--- src/rtl/mem_stage.sv ---
`default_nettype none
// ============================================================================
//  Module   : mem_stage
//  Purpose  : Memory-access pipeline stage. Holds one instruction from the
//             execute stage, captures the synchronous data-SRAM read data in
//             the load's first cycle so a stall cannot corrupt it, performs
//             byte/halfword load extraction and presents the writeback value
//             (also used by decode for forwarding).
//  Ports    :
//    clk              in   system clock, rising edge
//    resetn           in   synchronous active-low reset
//    ws_allowin       in   writeback stage can accept this cycle
//    ms_allowin       out  this stage can accept from execute
//    es_to_ms_valid   in   execute presents a valid instruction
//    es_pc            in   [31:0] PC of incoming instruction
//    es_rf_we         in   incoming instruction writes the register file
//    es_rf_waddr      in   [4:0] destination register
//    es_alu_result    in   [31:0] ALU result / load address
//    es_res_from_mem  in   incoming instruction is a load
//    es_ld_op         in   [2:0] load type (W/B/BU/H/HU)
//    data_sram_rdata  in   [31:0] SRAM read data for the load just accepted
//    ms_to_ws_valid   out  valid instruction to writeback
//    ms_pc            out  [31:0] PC of held instruction
//    ms_rf_we         out  register write enable (gated by valid)
//    ms_rf_waddr      out  [4:0] destination register
//    ms_rf_wdata      out  [31:0] final writeback value
//    ms_res_from_mem  out  held instruction is a load (gated by valid)
//  Revision : 1.0  initial release
// ============================================================================
module mem_stage (
    input  logic        clk,
    input  logic        resetn,
    input  logic        ws_allowin,
    output logic        ms_allowin,
    input  logic        es_to_ms_valid,
    input  logic [31:0] es_pc,
    input  logic        es_rf_we,
    input  logic [4:0]  es_rf_waddr,
    input  logic [31:0] es_alu_result,
    input  logic        es_res_from_mem,
    input  logic [2:0]  es_ld_op,
    input  logic [31:0] data_sram_rdata,
    output logic        ms_to_ws_valid,
    output logic [31:0] ms_pc,
    output logic        ms_rf_we,
    output logic [4:0]  ms_rf_waddr,
    output logic [31:0] ms_rf_wdata,
    output logic        ms_res_from_mem
);

    localparam logic [2:0] C_LD_W  = 3'b000;
    localparam logic [2:0] C_LD_B  = 3'b001;
    localparam logic [2:0] C_LD_BU = 3'b010;
    localparam logic [2:0] C_LD_H  = 3'b011;
    localparam logic [2:0] C_LD_HU = 3'b100;

    logic        valid_q,        valid_d;
    logic [31:0] pc_q,           pc_d;
    logic        rf_we_q,        rf_we_d;
    logic [4:0]  rf_waddr_q,     rf_waddr_d;
    logic [31:0] alu_result_q,   alu_result_d;
    logic        res_from_mem_q, res_from_mem_d;
    logic [2:0]  ld_op_q,        ld_op_d;
    logic [31:0] rdata_buf_q,    rdata_buf_d;
    logic        first_q,        first_d;

    logic        w_accept;
    logic [31:0] w_rdata_sel;
    logic [7:0]  w_byte;
    logic [15:0] w_half;
    logic [31:0] w_load;

    // ------------------------------------------------------------------
    // Handshake and next-state
    // ------------------------------------------------------------------
    always_comb begin
        ms_allowin = !valid_q || ws_allowin;
        w_accept   = es_to_ms_valid && ms_allowin;

        valid_d        = ms_allowin ? es_to_ms_valid : valid_q;
        pc_d           = w_accept ? es_pc           : pc_q;
        rf_we_d        = w_accept ? es_rf_we        : rf_we_q;
        rf_waddr_d     = w_accept ? es_rf_waddr     : rf_waddr_q;
        alu_result_d   = w_accept ? es_alu_result   : alu_result_q;
        res_from_mem_d = w_accept ? es_res_from_mem : res_from_mem_q;
        ld_op_d        = w_accept ? es_ld_op        : ld_op_q;

        // The SRAM output is only trustworthy in the load's first cycle;
        // execute may re-issue requests while we stall, so snapshot it.
        first_d     = w_accept && es_res_from_mem;
        rdata_buf_d = (first_q && !ws_allowin) ? data_sram_rdata : rdata_buf_q;
    end

    always_ff @(posedge clk) begin
        if (!resetn) begin
            valid_q        <= 1'b0;
            pc_q           <= 32'h0;
            rf_we_q        <= 1'b0;
            rf_waddr_q     <= 5'h0;
            alu_result_q   <= 32'h0;
            res_from_mem_q <= 1'b0;
            ld_op_q        <= 3'b000;
            rdata_buf_q    <= 32'h0;
            first_q        <= 1'b0;
        end else begin
            valid_q        <= valid_d;
            pc_q           <= pc_d;
            rf_we_q        <= rf_we_d;
            rf_waddr_q     <= rf_waddr_d;
            alu_result_q   <= alu_result_d;
            res_from_mem_q <= res_from_mem_d;
            ld_op_q        <= ld_op_d;
            rdata_buf_q    <= rdata_buf_d;
            first_q        <= first_d;
        end
    end

    // ------------------------------------------------------------------
    // Load extraction
    // ------------------------------------------------------------------
    always_comb begin
        w_rdata_sel = first_q ? data_sram_rdata : rdata_buf_q;

        case (alu_result_q[1:0])
            2'd0:    w_byte = w_rdata_sel[7:0];
            2'd1:    w_byte = w_rdata_sel[15:8];
            2'd2:    w_byte = w_rdata_sel[23:16];
            default: w_byte = w_rdata_sel[31:24];
        endcase

        // Halfword select ignores addr[0].
        w_half = alu_result_q[1] ? w_rdata_sel[31:16] : w_rdata_sel[15:0];

        case (ld_op_q)
            C_LD_B:  w_load = {{24{w_byte[7]}}, w_byte};
            C_LD_BU: w_load = {24'h0, w_byte};
            C_LD_H:  w_load = {{16{w_half[15]}}, w_half};
            C_LD_HU: w_load = {16'h0, w_half};
            C_LD_W:  w_load = w_rdata_sel;
            default: w_load = w_rdata_sel;
        endcase
    end

    // ------------------------------------------------------------------
    // Outputs
    // ------------------------------------------------------------------
    always_comb begin
        ms_to_ws_valid  = valid_q;
        ms_pc           = pc_q;
        ms_rf_we        = valid_q && rf_we_q;
        ms_rf_waddr     = rf_waddr_q;
        ms_res_from_mem = valid_q && res_from_mem_q;
        ms_rf_wdata     = ms_res_from_mem ? w_load : alu_result_q;
    end

endmodule
`default_nettype wire

--- config.mk ---
export PLATFORM = sky130hd
export DESIGN_NAME = mem_stage
export DESIGN_NICKNAME = d
export VERILOG_FILES = /design/src/rtl/mem_stage.sv
export SDC_FILE = /design/constraint.sdc
export NUM_CORES = 1
export LEC_CHECK = 0
export ABC_CLOCK_PERIOD_IN_PS = 6750
export BUFFER_PORTS_ARGS = -buffer_cell sky130_fd_sc_hd__buf_2
export CORE_UTILIZATION = 54
export DETAILED_ROUTE_END_ITERATION = 7
export PLACE_DENSITY = 0.85
export SYNTH_ARGS = -nofsm -noshare
export SYNTH_HDL_FRONTEND = slang
export SYNTH_SLANG_ARGS = --single-unit
--- constraint.sdc ---
create_clock -name clk -period 6.75 [get_ports clk]
set_input_delay 1.6875 -clock clk [delete_from_list [all_inputs] [get_ports clk]]
set_output_delay 1.6875 -clock clk [all_outputs]
set_load 0.02 [all_outputs]
; ---- Yosys cells after proc, flatten, opt, wreduce, memory -nomap -nowiden
; Index checks and enable logic that the tools add are counted.
; W data, S select, Z words.
[totals]
register_bits = 108
input_bits = 110
[classes]
eq_ne = 6
muxes = 5
reduce_logical = 9
[op_table]
columns = operator, n
row1 = $pmux W32 S4, 1
row2 = $mux W32, 2
row3 = $pmux W8 S3, 1
row4 = $mux W16, 1
row5 = $eq A3 B2 Y1 const B, 2
row6 = $logic_and A1 B1 Y1, 5
row7 = $eq A3 B1 Y1 const B, 1
row8 = $eq A3 B3 Y1 const B, 1
row9 = $eq A2 B1 Y1 const B, 1
row10 = $eq A2 B2 Y1 const B, 1
row11 = $logic_not A1 Y1, 2
row12 = $logic_not A2 Y1, 1
row13 = $logic_or A1 B1 Y1, 1

; ---- Logic depth before layout (Yosys ltp)
; Gate-level depths: netlist of the first run.
[logic_depth]
ltp_word = 4
depth_mapped = 7
ltp_nobuf = 4

; ---- Worst setup path before layout of the first run
; Ideal clock, no wire load.
[synth_path]
kind = input to output
start = in data_sram_rdata[31]
end = out ms_rf_wdata[8]
t_arrival_ps = 2991
t_required_ps = 5062
path_slack_ps = 2071
cell_stages = 4
n_path_buf = 0
cell_sequence = mux2i_1 > mux4_2 > o21ai_1 > o32a_1
[synth_between]
elab_chain_len = 4
[synth_rtl]
columns = item, line_no
row1 = "start, declared", 42  ; input logic [31:0] data_sram_rdata,
row2 = $mux W32, 122  ; w_rdata_sel = first_q ? data_sram_rdata : rdata_buf_q;
row3 = $pmux W8 S3, 124  ; case (alu_result_q[1:0])
row4 = $pmux W32 S4, 134  ; case (ld_op_q)
row5 = $mux W32, 153  ; ms_rf_wdata = ms_res_from_mem ? w_load : alu_result_q;
row6 = "end, declared", 47  ; output logic [31:0] ms_rf_wdata,
; Every way passes these cells.

; ---- Worst setup path in the final report of the first run
[layout_path]
start = in data_sram_rdata[31]
end = out ms_rf_wdata[19]
[layout_between]
elab_chain_len = 4
elab_cells_between_ends = 5
[layout_rtl]
columns = item, line_no
row1 = $mux W32 (*), 122
row2 = $pmux W8 S3 or $mux W16 (tied branches), "124, 132"
row3 = $pmux W32 S4 (*), 134
row4 = $mux W32 (*), 153
; Every way passes the cells marked *; elsewhere a longest branch is shown, timed or not.

==> run_results.csv, run 1 <==
group,metric,value,unit
sta,setup_viol,0,
worst_setup_path,reg2regPathDepth,3,
sta,min_period,5.06,ns
route,first_pass_iters,6,
finish,drive_gt1_frac,0.264,
route,dr_wl_met2,6970,um
route,via_per_inst,5.55,
job,maxCapViolations,0,
place,numPortBuffers,182,
worst_setup_path,criticalPathCategory,"in2out",
worst_setup_path,cp_slowest_cell,"mux4_2",
synth,synth_area_leader_cell,"dfxtp_1",
synth,yosys_warnings,0,
clock_network,cts_buffers,9,
sta,timing.slew.headroom,0.143,
outcome,outcome,"completed",
route,dr_wl_met3,1170,um
worst_setup_path,reg2reg_to,"rdata_buf_q[11]$_SDFFE_PN0P_",
route,drt_iter0_markers,337,
sta,hold_violations,0,
finish,syn_to_final_growth,20.9,%
floorplan,io_pins,183,
synth,synthFlopType,"dfxtp_1",
synth,ys_async_sr_fraction,0,
min_path,hp-class,"reg2reg",
worst_setup_path,crit_chain,"buf_2 -> mux2i_1 -> mux4_2 -> o211ai_4 -> o22a_1 -> buf_2",
route,wl_per_cell,15.7,um
clock_network,clk_root_buffer_cell,"clkbuf_8",
finish,fin_nets,918,
place,hpwlAfterDp,10700,um
worst_setup_path,cp.required,5.06,ns
finish,n_antenna_cell,0,
route,antenna_left,0,
global_route,grt_max_degree,72,
clock_network,postCtsHoldBufs,0,
route,drc,0,
sta,rsz0062_at_grt,"false",
synth,synthCells,663,
sta,fmax,198,MHz
sta,hold_slack,0.473,ns
route,routed.top_layer,"met4",
worst_setup_path,reg2reg_from,"first_q$_SDFF_PN0_",
sta,period_share,0.750,
global_route,overflow,0,
clock_network,clkLatencyLatePin,0.38,ns
clock_network,clk_pin_slew,0.11,ns
worst_setup_path,cp_data_arrival_time,3.37,ns
worst_setup_path,endpoint_kind,"primary output",
sta,finalSetupTns,0,ns
route,wl_met1,6250,um
min_path,min_from,"ms_pc[25]$_SDFFE_PN0P_",
synth,yosysSeqAreaShare,0.408,
sta,finClkSkew,0.0174,ns
place,postPlaceCellArea,6200,um2
global_route,grt_use_total,0.287,
worst_setup_path,crit_top_cell,"buf_2",
route,vias,5225,
synth,syn_area,5300,um2
finish,fin_area,6410,um2
min_path,hold_end,"ms_pc[25]$_SDFFE_PN0P_",
worst_setup_path,cpPeakStageDelay,0.59,ns
synth,syn_avg_cell_area,7.99,um2
synth,synth_area_leaders,"dfxtp_1, nand2_1, a21boi_0, mux2i_1, o22a_1",
min_path,min_path_cells,2,
pwr,cellLeakagePower,2.69,nW
synth,synth_top_area_share,0.408,
finish,finalNonFillerCells,942,
pwr,ir_worst_vdd,0.000191,V
global_route,grt_pass1_wl,23000,um
floorplan,coreArea,9370,um2
worst_setup_path,startpoint_type,"primary input",
pwr,power_density,208,nW/um2
global_route,grt_pass1_vias,4951,
clock_network,cts_resized,0,
floorplan,fp.dieArea,10200,um2
clock_network,htree_num_levels,3,
place,place_congestion,0.894,
global_route,antenna_found_initial,0,
synth,synth.distinct_cells,45,
floorplan,die_height,101,um
floorplan,die_w,101,um
worst_setup_path,reg2reg_setup_slack,4.54,ns
worst_setup_path,path_max_fanout,16,
synth,ys_ff_latch,108,
floorplan,rows,35,
sta,worst_pin_slew,1.29,ns
synth,syn_nets,773,
place,place_inst,926,
clock_network,clock_sinks,108,
synth,synth_edf_count,0,
clock_network,cts_tree,"yes",
clock_network,cts_buffer_depth,2,
route,wl,14800,um
floorplan,initial_core_util,0.566,
sta,slew_viol_final,0,
clock_network,postCtsSetupBuffers,0,
==> layout make-up <==
type                       instances  area, um2
tap                              129        161
inverter                           4       15.0
multi-input combinational        497       2910
timing repair buffer             188        956
clock inverter                     7       83.8
clock buffer                       9        124
fill                             843       2960
sequential                       108       2160
==> worst max-delay path by stage <==
| stage | end | cells past startpoint | startpoint |
|---|---|---|---|
| floorplan | ms_rf_wdata[8] | 4 | data_sram_rdata[31] |
| global placement | ms_rf_wdata[26] | 6 | data_sram_rdata[31] |
| detailed placement | ms_rf_wdata[19] | 6 | data_sram_rdata[31] |
| CTS | ms_rf_wdata[19] | 6 | data_sram_rdata[31] |
| global route | ms_rf_wdata[20] | 6 | data_sram_rdata[31] |
| finish | ms_rf_wdata[19] | 6 | data_sram_rdata[31] |
==> cells in the final DEF (no fill, tap or decap), types with 7 or more instances in the layout <==
master / instances
nand2b_1: 15
buf_2: 182
dfxtp_1: 107
o22a_1: 24
o211ai_1: 7
clkbuf_8: 9
nor2_1: 25
a31oi_1: 11
nand2_1: 223
o22ai_1: 8
mux2i_1: 26
a21boi_0: 108
==> cells in the mapped netlist (all sizes together), types with 2 or more instances <==
master	count
nand2	224
a21boi	108
dfxtp	108
clkbuf	39
mux2i	26
nor2	25
o22a	24
buf	15
nand2b	15
a31oi	11
o211ai	8
o22ai	8
nand3b	6
nor2b	4
a21oi	3
and2	3
and3	3
mux4	3
or3	3
a21o	2
clkinv	2
inv	2
o21ai	2
o221ai	2
o32ai	2
==> metal layers <==
| metal | GRT usage | vias up |
|---|---|---|
| met3 | 0.0700 | 31 |
| met2 | 0.487 | 209 |
| met1 | 0.355 | 2451 |
| met5 | 0 | - |
| met4 | 0.0992 | 0 |
| li1 | - | 2534 |
==> report_power, final <==
part / total [mW] / leakage [nW] / internal [mW] / switching, mW
clock: 0.402 / 0.103 / 0.148 / 0.254
combinational: 0.239 / 1.71 / 0.0976 / 0.141
sequential: 0.691 / 0.885 / 0.667 / 0.0242
total: 1.33 / 2.69 / 0.913 / 0.419
==> kinds of logic after synthesis <==
| family | synth area share |
|---|---|
| AOI/OAI and AO/OA | 0.253 |
| DFF | 0.408 |
| xor gates and xnor gates | 0.00331 |
| buffers and inverters | 0.0449 |
| muxes | 0.0640 |
| and+or+nand+nor | 0.227 |
==> sequential cells by signal, summed over array words and instances, names as in the netlist <==
signal,cells
alu_result_q,32
ms_pc,32
rdata_buf_q,32
ms_rf_waddr,5
ld_op_q,3
first_q,1
ms_to_ws_valid,1
res_from_mem_q,1
rf_we_q,1
==> worst max-delay path: cells and delay by family <==
| family | cells | cell delay (ns) |
|---|---|---|
| AOI/OAI and AO/OA | 2 | 0.69 |
| buffers and inverters | 2 | 0.26 |
| muxes | 2 | 0.72 |
==> per-stage QoR <==
| step | total power [mW] | setup WS (ns) | util |
|---|---|---|---|
| 6_report | 1.33 | 1.69 | 0.684 |
| 5_1_grt | 1.39 | 1.59 | 0.684 |
| 4_1_cts | 1.34 | 1.71 | 0.684 |
| 3_5_place_dp | 0.943 | 1.71 | 0.662 |
| 3_3_place_gp | 0.937 | 1.77 | 0.662 |
| 2_1_floorplan | 0.851 | 2.07 | - |
No activity file was read; power rests on OpenSTA's default activity.
==> run 2: changes to the inputs <==
Settings changed: ABC_CLOCK_PERIOD_IN_PS 6750 to 5200, CORE_UTILIZATION 54 to 50, PLACE_DENSITY 0.85 to 0.8.
Clock period 6.75 ns to 5.2 ns, I/O delays scaled along.
==> run_results.csv, run 2 (same netlist as run 1, synthesis figures left out) <==
group,metric,value,unit
route,drc,0,
floorplan,rows,37,
pwr,p_seq_frac,0.522,
sta,slew_viol_final,0,
sta,timing.slew.headroom,0.140,
route,wl_per_cell,15.8,um
clock_network,htree_num_levels,3,
route,vias,5177,
route,wl_met1,6290,um
sta,finalSetupTns,0,ns
finish,fin_area,6420,um2
route,dr_wl_met3,1210,um
pwr,pwr-share-comb,0.181,
floorplan,coreArea,10300,um2
place,numPortBuffers,182,
place,hpwlAfterDp,11100,um
route,antenna_left,0,
worst_setup_path,crit_top_cell,"buf_2",
sta,finalWorstSetupSlack,0.886,ns
floorplan,initial_core_util,0.516,
route,drt_iter0_markers,332,
clock_network,clock_sinks,108,
finish,fillCellCount,950,
place,postPlaceCellArea,6220,um2
finish,syn_to_final_growth,21.1,%
worst_setup_path,cp_slowest_cell,"mux4_2",
global_route,grt_pass1_wl,23900,um
worst_setup_path,criticalPathCategory,"in2out",
route,dr_wl_met2,7170,um
sta,period_share,0.830,
sta,hold_violations,0,
finish,drive_gt1_frac,0.265,
pwr,cellLeakagePower,2.70,nW
sta,min_period,4.31,ns
floorplan,io_pins,183,
pwr,intPower,1.18,mW
sta,setup_viol,0,
global_route,grt_use_total,0.271,
finish,fin_nets,919,
clock_network,clkLatencyLatePin,0.37,ns
finish,n_antenna_cell,0,
global_route,grt_pass1_vias,4940,
place,pre_cts_slack,0.871,ns
pwr,power_density,268,nW/um2
clock_network,cts_buffers,9,
clock_network,clk_pin_slew,0.11,ns
sta,finClkSkew,0.00985,ns
worst_setup_path,cp_top_family,"compound AO/OA/AOI/OAI gates",
worst_setup_path,endpoint_kind,"primary output",
route,wl,15000,um
sta,rsz0062_at_grt,"false",
pwr,total_power,1.72,mW
min_path,hp-class,"reg2reg",
job,maxCapViolations,0,
route,first_pass_iters,5,
pwr,p_switching,534,uW
global_route,grt_max_degree,70,
pwr,netSwitchingFraction,0.311,
clock_network,postCtsSetupBuffers,0,
floorplan,die_w,105,um
finish,final_common_cell,"nand2_1",
route,via_per_inst,5.45,
clock_network,postCtsHoldBufs,0,
pwr,power_frac_clock,0.297,
worst_setup_path,cp_data_arrival_time,3.01,ns
worst_setup_path,critPathBufInv,2,
sta,fmax,232,MHz
outcome,outcome,"completed",
worst_setup_path,crit_chain,"buf_2 -> mux2i_1 -> mux4_2 -> o21ai_1 -> o32a_1 -> buf_2",
worst_setup_path,path_max_fanout,7,
worst_setup_path,startpoint_type,"primary input",
clock_network,cts_buffer_depth,2,
floorplan,die_height,105,um
floorplan,fp.dieArea,11000,um2
global_route,antenna_found_initial,1,
pwr,ir_worst_vdd,0.000152,V
finish,final_cell_mix,"nand2_1, buf_2, a21boi_0",
clock_network,clk_root_buffer_cell,"clkbuf_8",
global_route,overflow,0,
place,place_congestion,0.895,
worst_setup_path,cp.required,3.90,ns
worst_setup_path,cpPeakStageDelay,0.58,ns
route,routed.top_layer,"met5",
sta,worst_pin_slew,1.29,ns
clock_network,cts_tree,"yes",
clock_network,cts_resized,0,
==> run 2: final timing paths <==
check                           slack, ns                            to              startpoint  cells after the start
worst max register to register       3.14  rdata_buf_q[28]$_SDFFE_PN0P_      first_q$_SDFF_PN0_                      3
worst min register to register       0.47        ms_pc[24]$_SDFFE_PN0P_  ms_pc[24]$_SDFFE_PN0P_                      2
worst min-delay path                 0.47        ms_pc[24]$_SDFFE_PN0P_  ms_pc[24]$_SDFFE_PN0P_                      2
worst max-delay path                 0.89                ms_rf_wdata[8]     data_sram_rdata[31]                      6
==> run 2: final cells by class <==
class / count / area [um2] / area share
Tap cell: 136 / 170 / 0.0265
Timing Repair Buffer: 189 / 963 / 0.150
Clock inverter: 7 / 73.8 / 0.0115
Sequential cell: 108 / 2160 / 0.337
Multi-Input combinational cell: 497 / 2910 / 0.453
Clock buffer: 9 / 124 / 0.0193
Inverter: 4 / 15.0 / 0.00234
==> run 2: worst min-delay path: cells and delay by family, from the launching register on <==
family | cells | cell delay [ns]
AOI/OAI and AO/OA | 1 | 0.07
DFF | 1 | 0.32
and+or+nand+nor | 1 | 0.04
==> run 2: power groups by stage <==
stage / sequential, mW / clock [mW] / combinational (mW)
finish: 0.897 / 0.511 / 0.311
detailed placement: 0.915 / 0 / 0.311
CTS: 0.896 / 0.518 / 0.312
global placement: 0.913 / 0 / 0.302
floorplan: 0.923 / 0 / 0.182
global route: 0.902 / 0.556 / 0.340
==> run 2: through the flow <==
step,hold slack (ns),util,cells
final,0.471,0.624,950
after global routing,0.488,0.624,950
after CTS,0.473,0.624,950
after detailed placement,0.458,0.605,934
after global placement,0.449,0.605,934
after floorplan,0.439,-,663
==> run 2: metal layers <==
metal	vias up	GRT usage
met5	-	0
met4	2	0.0805
met3	24	0.0661
met2	205	0.463
met1	2407	0.338
li1	2539	-
